===== src/rtl/alu_cmd_sequencer.sv =====
// rtl/alu_cmd_sequencer.sv - command FIFO and issue/settle/capture sequencer around the 16-bit ALU
module alu_cmd_sequencer #(
    parameter int DEPTH  = 4,
    parameter int SETTLE = 1
) (
    input  logic                     clk,
    input  logic                     rst,
    input  logic                     cmd_valid,
    output logic                     cmd_ready,
    input  logic [2:0]               cmd_opc,
    input  logic [15:0]              cmd_n,
    input  logic [15:0]              cmd_m,
    input  logic                     cmd_c,
    output logic [2:0]               alu_opc,
    output logic [15:0]              alu_n,
    output logic [15:0]              alu_m,
    output logic                     alu_c,
    input  logic [15:0]              alu_f,
    input  logic                     alu_zer,
    input  logic                     alu_neg,
    output logic                     res_valid,
    input  logic                     res_ready,
    output logic [15:0]              res_f,
    output logic                     res_zer,
    output logic                     res_neg,
    output logic [2:0]               res_opc,
    output logic [7:0]               res_tag,
    output logic [$clog2(DEPTH):0]   count,
    output logic                     busy
);
    localparam int             AW          = $clog2(DEPTH);
    localparam int             EW          = 3 + 16 + 16 + 1 + 8;
    localparam logic [AW:0]    FULL        = (AW+1)'(DEPTH);
    localparam logic [3:0]     SETTLE_LOAD = 4'(SETTLE - 1);

    localparam logic [1:0] IDLE  = 2'd0;
    localparam logic [1:0] DRIVE = 2'd1;
    localparam logic [1:0] HOLD  = 2'd2;

    logic [EW-1:0] mem [DEPTH];
    logic [AW-1:0] wptr;
    logic [AW-1:0] rptr;
    logic [EW-1:0] head;
    logic [1:0]    state;
    logic [3:0]    settle_cnt;
    logic [7:0]    tag_ctr;
    logic [7:0]    alu_tag;
    logic          push;
    logic          pop;
    logic          fifo_nonempty;

    assign fifo_nonempty = (count != '0);
    assign cmd_ready     = (count < FULL) && !rst;
    assign push          = cmd_valid && cmd_ready;
    assign head          = mem[rptr];
    assign busy          = (state != IDLE) || fifo_nonempty;

    // Pops happen only from IDLE or when the held result is being consumed;
    // a command pushed this cycle is never visible to the pop (no bypass).
    assign pop = fifo_nonempty && ((state == IDLE) || ((state == HOLD) && res_ready));

    always_ff @(posedge clk) begin
        if (push) begin
            mem[wptr] <= {cmd_opc, cmd_n, cmd_m, cmd_c, tag_ctr};
        end
    end

    always_ff @(posedge clk or posedge rst) begin
        if (rst) begin
            wptr    <= '0;
            rptr    <= '0;
            count   <= '0;
            tag_ctr <= '0;
        end else begin
            if (push) begin
                wptr    <= wptr + AW'(1);
                tag_ctr <= tag_ctr + 8'd1;
            end
            if (pop) begin
                rptr <= rptr + AW'(1);
            end
            if (push && !pop) begin
                count <= count + (AW+1)'(1);
            end else if (pop && !push) begin
                count <= count - (AW+1)'(1);
            end
        end
    end

    always_ff @(posedge clk or posedge rst) begin
        if (rst) begin
            state      <= IDLE;
            settle_cnt <= '0;
            alu_opc    <= '0;
            alu_n      <= '0;
            alu_m      <= '0;
            alu_c      <= 1'b0;
            alu_tag    <= '0;
            res_valid  <= 1'b0;
            res_f      <= '0;
            res_zer    <= 1'b0;
            res_neg    <= 1'b0;
            res_opc    <= '0;
            res_tag    <= '0;
        end else begin
            // The issue register is the only source of alu_*, so they hold between pops
            if (pop) begin
                {alu_opc, alu_n, alu_m, alu_c, alu_tag} <= head;
                settle_cnt <= SETTLE_LOAD;
            end
            case (state)
                IDLE: begin
                    if (pop) begin
                        state <= DRIVE;
                    end
                end
                DRIVE: begin
                    if (settle_cnt == 4'd0) begin
                        res_f     <= alu_f;
                        res_zer   <= alu_zer;
                        res_neg   <= alu_neg;
                        res_opc   <= alu_opc;
                        res_tag   <= alu_tag;
                        res_valid <= 1'b1;
                        state     <= HOLD;
                    end else begin
                        settle_cnt <= settle_cnt - 4'd1;
                    end
                end
                HOLD: begin
                    if (res_ready) begin
                        res_valid <= 1'b0;
                        state     <= pop ? DRIVE : IDLE;
                    end
                end
                default: begin
                    state <= IDLE;
                end
            endcase
        end
    end
endmodule


===== config.mk =====
export PLATFORM = sky130hd
export DESIGN_NAME = alu_cmd_sequencer
export DESIGN_NICKNAME = d
export VERILOG_FILES = /design/src/rtl/alu_cmd_sequencer.sv
export SDC_FILE = /design/constraint.sdc
export NUM_CORES = 1
export LEC_CHECK = 0
export CELL_PAD_IN_SITES_DETAIL_PLACEMENT = 1
export CELL_PAD_IN_SITES_GLOBAL_PLACEMENT = 2
export CORE_MARGIN = 1.5
export CORE_UTILIZATION = 45
export DETAILED_ROUTE_END_ITERATION = 10
export GPL_ROUTABILITY_DRIVEN = 0
export GPL_TIMING_DRIVEN = 0
export MAX_ROUTING_LAYER = met4
export PLACE_DENSITY = 0.81
export SYNTH_ARGS = -nofsm -noshare
export SYNTH_HDL_FRONTEND = slang
export SYNTH_SLANG_ARGS = --single-unit

===== constraint.sdc =====
create_clock -name clk -period 4.35 [get_ports clk]
set_input_delay 0.435 -clock clk [delete_from_list [all_inputs] [get_ports clk]]
set_output_delay 0.435 -clock clk [all_outputs]
set_load 0.03 [all_outputs]

==> results of run 1 <==
## layer usage
metal	wire length, um	vias to the layer above	part of all wire (%)	global-route usage (%)
met2	10500	135	52	31.8
li1	-	2243	-	-
met5	0	-	0	-
met3	1080	32	5.4	4.12
met1	8240	2619	41	21.9
met4	320	0	1.6	3.62
## sequential cells by signal, summed over array words and instances (netlist names), 2 cells and up
signal      flops
mem           176
alu_m          16
alu_n          16
res_f          16
alu_tag         8
res_tag         8
tag_ctr         8
settle_cnt      4
alu_opc         3
count           3
res_opc         3
rptr            2
state           2
wptr            2
## report_power, final
group | total (mW) | switching [mW] | internal, mW
logic | 3.44 | 1.71 | 1.73
registers | 3.70 | 0.348 | 3.35
clock network | 2.47 | 0.973 | 1.50
total | 9.62 | 3.03 | 6.59
## kinds of logic (layout without fill, tap and decap cells)
logic type	Yosys count	in the layout	synth area share, %
flops	271	271	74.4
simple gates	30	30	1.91
xor+xnor	14	14	1.19
mux	120	120	18.8
fa+ha+maj	9	9	1.17
buf+inv	27	214	1.94
compound gates	9	9	0.607
## Yosys cell counts, drive strengths merged, types with 3 or more instances
master	count	share of area (%)
nand4	4	0.24
and2	4	0.24
o21ai	3	0.15
nor2	3	0.11
mux2	75	8.2
edfxtp	176	51
dfrtp	95	23
mux4	44	10
xnor2	10	0.85
xor2	4	0.34
nand2	6	0.22
buf	14	1.3
nand2b	3	0.18
inv	9	0.33
ha	8	0.97
## how the worst max path moves through the flow
stage | from | endpoint | cells after the start
after global routing | count[2] | count[1] | 7
final | count[2] | count[1] | 7
after CTS | count[2] | count[1] | 7
after floorplan | rst | alu_c | 1
after detailed placement | res_ready | count[1] | 8
after global placement | rst | alu_m[2] | 2
## area by class of cell
class	instances	area share [%]
plain buffers	18	1.28
clock buffers	37	5.95
inverters	9	0.278
well taps	285	2.74
flip-flops and latches	271	58.8
multi-input cells	182	18.7
clock inverters	17	1.54
repair buffers	133	10.7
## metrics by stage
stage          hold WS [ns]  area [um2]  total power, mW
2_1_floorplan         0.477       10300             5.96
3_3_place_gp          0.486       11900             7.09
3_5_place_dp          0.493       12100             7.24
4_1_cts               0.360       13000             9.76
5_1_grt               0.389       13000             10.1
6_report              0.359       13000             9.62
==> out/qor.yml, run 1 <==
logic_synthesis:
  ys_seq_elements: 271
  netlist_area_um2: 10300
  synth_edf_count: 176
  syn-num-nets: 547
  ys_types: 35
  synthCells: 480
  postSynthAreaPerCell_um2: 21.5
  yosysWarnings: 0
  async_flop_share_pct: 35.1
  synth_flop_cell: "edfxtp_1"
  ys_seq_area_share_pct: 74.4
route:
  drc: 0
  dr.first_iter.drc_count: 223
  vias: 5029
  drtAntennaViolNets: 0
  routed_via_density: 5.28
  wirelength_mm: 20.1
  routedWlPerCell_um: 21.1
  first_pass_iters: 4
clock_network:
  post_cts_buffers: 0
  clockRootBuffer: "clkbuf_16"
  cts_htree_levels: 1
  cts_buffer_depth: 3
  cts_tree: "built"
  worst_skew_pair.late_latency_ns: 0.53
  cts-resized-gates: 0
  cts.sinks: 271
  postCtsHoldBufs: 0
  numCtsBuffers: 29
  clk_pin_slew_ns: 0.06
timing:
  post-route-period-util_pct: 59.4
  drv_slew: 0
  relSlewSlack_pct: 52.4
  rsz0062_at_grt: "no"
  max_freq_mhz: 387
  finClkSkew_ns: 0.00915
  layout_min_cycle_time_ns: 2.58
  setup_viol: 0
  hold_viol_final: 0
  fin_ws_ns: 1.77
  setup-tns-final_ns: 0
  worstMarginPinSlew_ns: 0.712
floorplanning:
  initial_core_util_pct: 45.6
  core_um2: 22600
  fp-row-count: 55
  die_y_um: 154
  die_w_um: 154
  die_area_um2: 23800
  io_pins: 129
global_routing:
  grt_max_degree: 65
  grt_overflow: 0
  grtUsageTotal_pct: 18.2
  grt_antenna_before_repair: 0
  grt_pass1_wl_mm: 32.4
  grt_pass1_vias: 5814
layout:
  diodes: 0
  final_cell_mix: "176 x edfxtp_1, 128 x clkdlybuf4s50_1, 95 x dfrtp_1, 75 x mux2_2, 29 x clkbuf_16"
  fill_cells: 1954
  layout_commonest_cell: "edfxtp_1"
  syn2layout_area_growth_pct: 26.5
  drive_gt1_share_pct: 25.5
  multiInputGateArea_um2: 2440
  instances_no_fill: 952
  final_util_pct: 57.7
  fin_nets: 711
  regArea_um2: 7660
critical_path:
  slowest_delay_ns: 0.61
  crit_slowest_cell: "nor3_4"
  critical_path.max_fanout: 10
  r2r-start: "count[2]"
  crit_arrival_ns: 2.99
  endpoint_kind: "register"
  r2r-end: "count[1]"
  r2r_slack_ns: 1.77
  path_buf_inv: 2
  crit_chain: "nor3_2 -> nor3_4 -> inv_1 -> ha_1 -> inv_1 -> fa_1 -> mux2_2"
  cp_common_cell: "inv_1"
  crit_type: "reg2reg"
  reg2reg_depth: 7
  start_kind: "register"
  path_delay_family: "simple AND/OR/NAND/NOR gates"
  required_ns: 4.76
placement:
  dp_cells: 898
  dpl.hpwl_mm: 12.9
  place_ws_ns: 1.34
  port_buffers: 128
hold_path:
  hold_class: "in2async"
pwr:
  p_leak_nw: 4.76
  max-vdd-ir-drop_mv: 0.487
  power_density_nw_per_um2: 738
flow_run:
  maxCapViolCount: 0
status:
  status: "finished, final reports clean"
Power figures use the tool's default switching activity.
==> run 2: changes to the inputs <==
--- a/config.mk
+++ b/config.mk
@@ -8,12 +8,12 @@
 export CELL_PAD_IN_SITES_DETAIL_PLACEMENT = 1
 export CELL_PAD_IN_SITES_GLOBAL_PLACEMENT = 2
 export CORE_MARGIN = 1.5
-export CORE_UTILIZATION = 45
+export CORE_UTILIZATION = 42
 export DETAILED_ROUTE_END_ITERATION = 10
 export GPL_ROUTABILITY_DRIVEN = 0
 export GPL_TIMING_DRIVEN = 0
 export MAX_ROUTING_LAYER = met4
-export PLACE_DENSITY = 0.81
+export PLACE_DENSITY = 0.76
 export SYNTH_ARGS = -nofsm -noshare
 export SYNTH_HDL_FRONTEND = slang
 export SYNTH_SLANG_ARGS = --single-unit
==> constraint.sdc (replaced) <==
create_clock -name clk -period 2.7 [get_ports clk]
set_input_delay 0.27 -clock clk [delete_from_list [all_inputs] [get_ports clk]]
set_output_delay 0.27 -clock clk [all_outputs]
set_load 0.03 [all_outputs]
==> run 2 against run 1 <==
Effect of this change:
- global-route usage decreased by 1.1 points
- sequential share of layout area fell by 0.33 points
- first-iteration DRC count shrank 26%
- hold slack lost 0.13 ns
- combinational power is 63% higher
- register-to-register slack worse by 1.6 ns
- critical path type unchanged
- final cell count is 4.3% higher
- core utilization down 3.5 points
==> out/qor.yml, run 2 (same netlist as run 1, synthesis figures left out) <==
critical_path:
  critical_path.max_fanout: 24
  required_ns: 2.92
  r2r-end: "mem[0][27]"
  start_kind: "register"
  r2r-start: "count[2]"
  crit_arrival_ns: 2.71
  critPathLaunch: "count[2]"
  r2r_slack_ns: 0.21
  crit_type: "reg2reg"
  reg2reg_depth: 4
  endpoint_kind: "register"
  crit_end: "mem[0][27]"
timing:
  setup-tns-final_ns: 0
  finClkSkew_ns: 0.00919
  rsz0062_at_grt: "no"
  relSlewSlack_pct: 57.7
  setup_viol: 0
  drv_slew: 0
  hold_viol_final: 0
  max_freq_mhz: 402
  post-route-period-util_pct: 92.2
  layout_min_cycle_time_ns: 2.49
  worstMarginPinSlew_ns: 0.635
route:
  first_pass_iters: 4
  wirelength_mm: 20.3
  dr.first_iter.drc_count: 166
  routed_via_density: 5.02
  vias: 4984
  drtAntennaViolNets: 0
  drc: 0
  routedWlPerCell_um: 20.4
global_routing:
  grt_max_degree: 30
  grt_pass1_vias: 5702
  gr-usage-met1_pct: 21.0
  grt_antenna_before_repair: 0
  grt_overflow: 0
  grt.busiest_layer: "met2"
  use_met3_pct: 3.39
  grt_pass1_wl_mm: 32.8
  use_met2_pct: 29.4
  grtUsageTotal_pct: 17.1
layout:
  regMostFlops: "mem"
  layout_commonest_cell: "edfxtp_1"
  fin_nets: 714
  drive_gt1_share_pct: 25.6
  syn2layout_area_growth_pct: 27.2
  multiInputGateArea_um2: 2440
  largest_reg_flops: 176
  regArea_um2: 7660
  final_cell_mix: "176 x edfxtp_1, 128 x clkdlybuf4s50_1, 95 x dfrtp_1, 75 x mux2_2, 30 x clkbuf_16"
  final_util_pct: 54.2
  diodes: 0
  fill_cells: 2098
pwr:
  max-vdd-ir-drop_mv: 0.597
  p_total_mw: 15.5
  p_leak_nw: 4.78
  power_density_nw_per_um2: 1180
clock_network:
  postCtsHoldBufs: 0
  cts_buffer_depth: 3
  worst_skew_pair.late_latency_ns: 0.52
  cts-resized-gates: 0
  clk_pin_slew_ns: 0.06
  cts_htree_levels: 1
  cts.sinks: 271
  cts_tree: "built"
  clockRootBuffer: "clkbuf_16"
  numCtsBuffers: 29
placement:
  port_buffers: 128
  dpl.hpwl_mm: 12.9
floorplanning:
  die_area_um2: 25500
  fp-row-count: 57
  io_pins: 129
  die_y_um: 160
  die_w_um: 160
  initial_core_util_pct: 42.6
  core_um2: 24200
status:
  status: "finished, final reports clean"
hold_path:
  hold_class: "in2async"
flow_run:
  maxCapViolCount: 0
## run 2: layout make-up
class	instances	share of cell area, %
buffer	18	1.27
tap	324	3.09
clock buffer	37	6.31
multi-input combinational	182	18.6
clock inverter	16	1.01
sequential	271	58.5
inverter	9	0.286
timing repair buffer	136	10.9
## run 2: critical path, stage by stage, from the launching register on
cell and delay, ns:
dfrtp_1 0.44, nor3b_2 0.51, buf_2 0.33, and2_2 0.60, buf_12 0.28
## run 2: metrics by stage
stage,setup WS (ns),std cells,area (um2),hold slack (ns)
2_1_floorplan,0.0427,480,10300,0.369
3_3_place_gp,-1.35,932,12000,0.485
3_5_place_dp,-0.184,939,12100,0.493
4_1_cts,0.0651,992,13100,0.235
5_1_grt,0.0167,993,13100,0.253
6_report,0.211,993,13100,0.230
## run 2: power breakdown
part / total, mW / internal [mW] / switching (mW)
clock: 3.91 / 2.34 / 1.56
combinational: 5.61 / 2.80 / 2.81
sequential: 5.93 / 5.40 / 0.530
total: 15.5 / 10.5 / 4.91
## run 2: repair_timing
item,CTS,global route
hold endpoints to repair,0,0
setup buffers,0,1
setup endpoints to repair,0,1
## run 2: per-layer routing
| layer | wire (um) | share of wire [%] | up-vias |
|---|---|---|---|
| li1 | - | - | 2252 |
| met4 | 353 | 1.7 | 0 |
| met1 | 8620 | 43 | 2579 |
| met5 | 0 | 0 | - |
| met3 | 1000 | 4.9 | 29 |
| met2 | 10300 | 51 | 124 |
## run 2: worst min path at each step
stage	start	to	cells after the start
floorplan	cmd_m[1]	mem[0][10]	0
global placement	res_zer	res_zer	1
detailed placement	res_f[3]	res_f[3]	1
CTS	rst	res_tag[0]	2
global route	rst	wptr[1]	2
finish	rst	res_tag[0]	2
==> run 3: changes to the inputs <==
--- a/config.mk
+++ b/config.mk
@@ -11,7 +11,6 @@
 export CORE_UTILIZATION = 42
 export DETAILED_ROUTE_END_ITERATION = 10
 export GPL_ROUTABILITY_DRIVEN = 0
-export GPL_TIMING_DRIVEN = 0
 export MAX_ROUTING_LAYER = met4
 export PLACE_DENSITY = 0.76
 export SYNTH_ARGS = -nofsm -noshare
==> run 3 against run 2 <==
Effect of this change:
- sequential share of layout area is 0.89 points higher
- setup slack improved by 0.16 ns
- hold slack better by 0.056 ns
- critical path type is now reg2out
- critical endpoint is now busy
==> out/qor.yml, run 3 (same netlist as run 1, synthesis figures left out) <==
clock_network:
  worst_skew_pair.late_latency_ns: 0.54
  clockRootBuffer: "clkbuf_16"
  clk_pin_slew_ns: 0.06
  postCtsHoldBufs: 0
  cts_buffer_depth: 3
  cts.sinks: 271
  numCtsBuffers: 28
  cts-resized-gates: 0
  cts_htree_levels: 1
  cts_tree: "built"
  post_cts_buffers: 0
critical_path:
  crit_slowest_cell: "clkdlybuf4s50_1"
  r2r-start: "count[0]"
  slowest_delay_ns: 0.61
  path_delay_family: "buffers and inverters"
  crit_chain: "nor3_2 -> nand2_1 -> clkdlybuf4s50_1"
  critical_path.max_fanout: 4
  endpoint_kind: "output port"
  critPathLaunch: "count[0]"
  crit_arrival_ns: 2.06
  required_ns: 2.43
  path_buf_inv: 1
  crit_type: "reg2out"
  start_kind: "register"
layout:
  multiInputGateArea_um2: 2440
  fin_nets: 703
  syn2layout_area_growth_pct: 25.4
  final_cell_mix: "176 x edfxtp_1, 128 x clkdlybuf4s50_1, 93 x dfrtp_1, 75 x mux2_2, 29 x clkbuf_16"
  regMostFlops: "mem"
  fill_cells: 2117
  final_util_pct: 53.4
  regArea_um2: 7670
  diodes: 0
  drive_gt1_share_pct: 24.9
  layout_commonest_cell: "edfxtp_1"
  largest_reg_flops: 176
floorplanning:
  core_um2: 24200
  die_w_um: 160
  fp-row-count: 57
  initial_core_util_pct: 42.6
  die_area_um2: 25500
  io_pins: 129
  die_y_um: 160
global_routing:
  grt_pass1_vias: 5577
  grt_overflow: 0
  grt_max_degree: 46
  grtUsageTotal_pct: 16.6
  grt_pass1_wl_mm: 31.6
  grt_antenna_before_repair: 0
timing:
  worstMarginPinSlew_ns: 0.706
  post-route-period-util_pct: 86.4
  finClkSkew_ns: 0.0123
  setup_viol: 0
  layout_min_cycle_time_ns: 2.33
  hold_viol_final: 0
  setup-tns-final_ns: 0
  drv_slew: 0
  relSlewSlack_pct: 52.9
  max_freq_mhz: 429
  rsz0062_at_grt: "no"
flow_run:
  maxCapViolCount: 0
placement:
  dpl.hpwl_mm: 12.1
  port_buffers: 128
pwr:
  power_density_nw_per_um2: 1160
  max-vdd-ir-drop_mv: 0.848
  p_leak_nw: 4.67
route:
  routed_via_density: 5.08
  dr.first_iter.drc_count: 203
  drc: 0
  drt-met1-wl_mm: 8.67
  wl_met2_mm: 9.83
  first_pass_iters: 4
  wl_met3_mm: 1.08
  highest_layer: "met4"
  routedWlPerCell_um: 20.4
  vias: 4987
  wirelength_mm: 20.0
  drtAntennaViolNets: 0
status:
  status: "finished, final reports clean"
hold_path:
  hold_class: "in2async"
[run 3: cell count changes in the layout (fill, tap and decap cells not counted), sizes merged]
cell	change
clkinv	-8
buf	-6
dlymetal6s2s	-1
bufinv	-2
clkinvlp	+1
clkbuf	+7
dlygate4sd1	-2
[run 3: final cells by class]
type | count | share of cell area (%)
clock inverters | 7 | 0.291
flip-flops and latches | 271 | 59.4
inverters | 9 | 0.291
well taps | 324 | 3.14
clock buffers | 45 | 6.47
multi-input cells | 182 | 18.9
repair buffers | 144 | 11.5
[run 3: power breakdown]
group	switching, mW	internal (mW)	leakage, nW
clock network	1.51	2.11	0.430
registers	0.659	5.41	2.72
logic	2.63	2.67	1.52
[run 3: per-stage QoR]
step,worst slack [ns],cell area (um2),cells,power (mW),hold slack (ns)
finish,0.367,12900,982,15.0,0.286
global route,0.211,12900,982,15.7,0.340
floorplan,0.0427,10300,480,9.61,0.369
detailed placement,0.334,12000,930,11.6,0.493
global placement,0.394,12000,930,11.3,0.485
CTS,0.317,12900,982,15.2,0.297
[run 3: metal layers]
metal  track usage, %  up-vias
met5                -        -
met4             4.37        0
met3             3.31       33
met2             28.0      138
met1             20.5     2590
li1                 -     2226
[run 3: worst paths after layout]
kind / slack, ns / cells past startpoint / to
setup / recovery: 0.37 / 3 / busy
hold / removal: 0.29 / 2 / res_tag[1]
setup reg to reg: 0.49 / 9 / count[2]
hold reg to reg: 0.50 / 1 / alu_tag[3]
max in group asynchronous: 1.74 / 3 / rptr[0]
min in group clk: 0.36 / 2 / res_f[8]
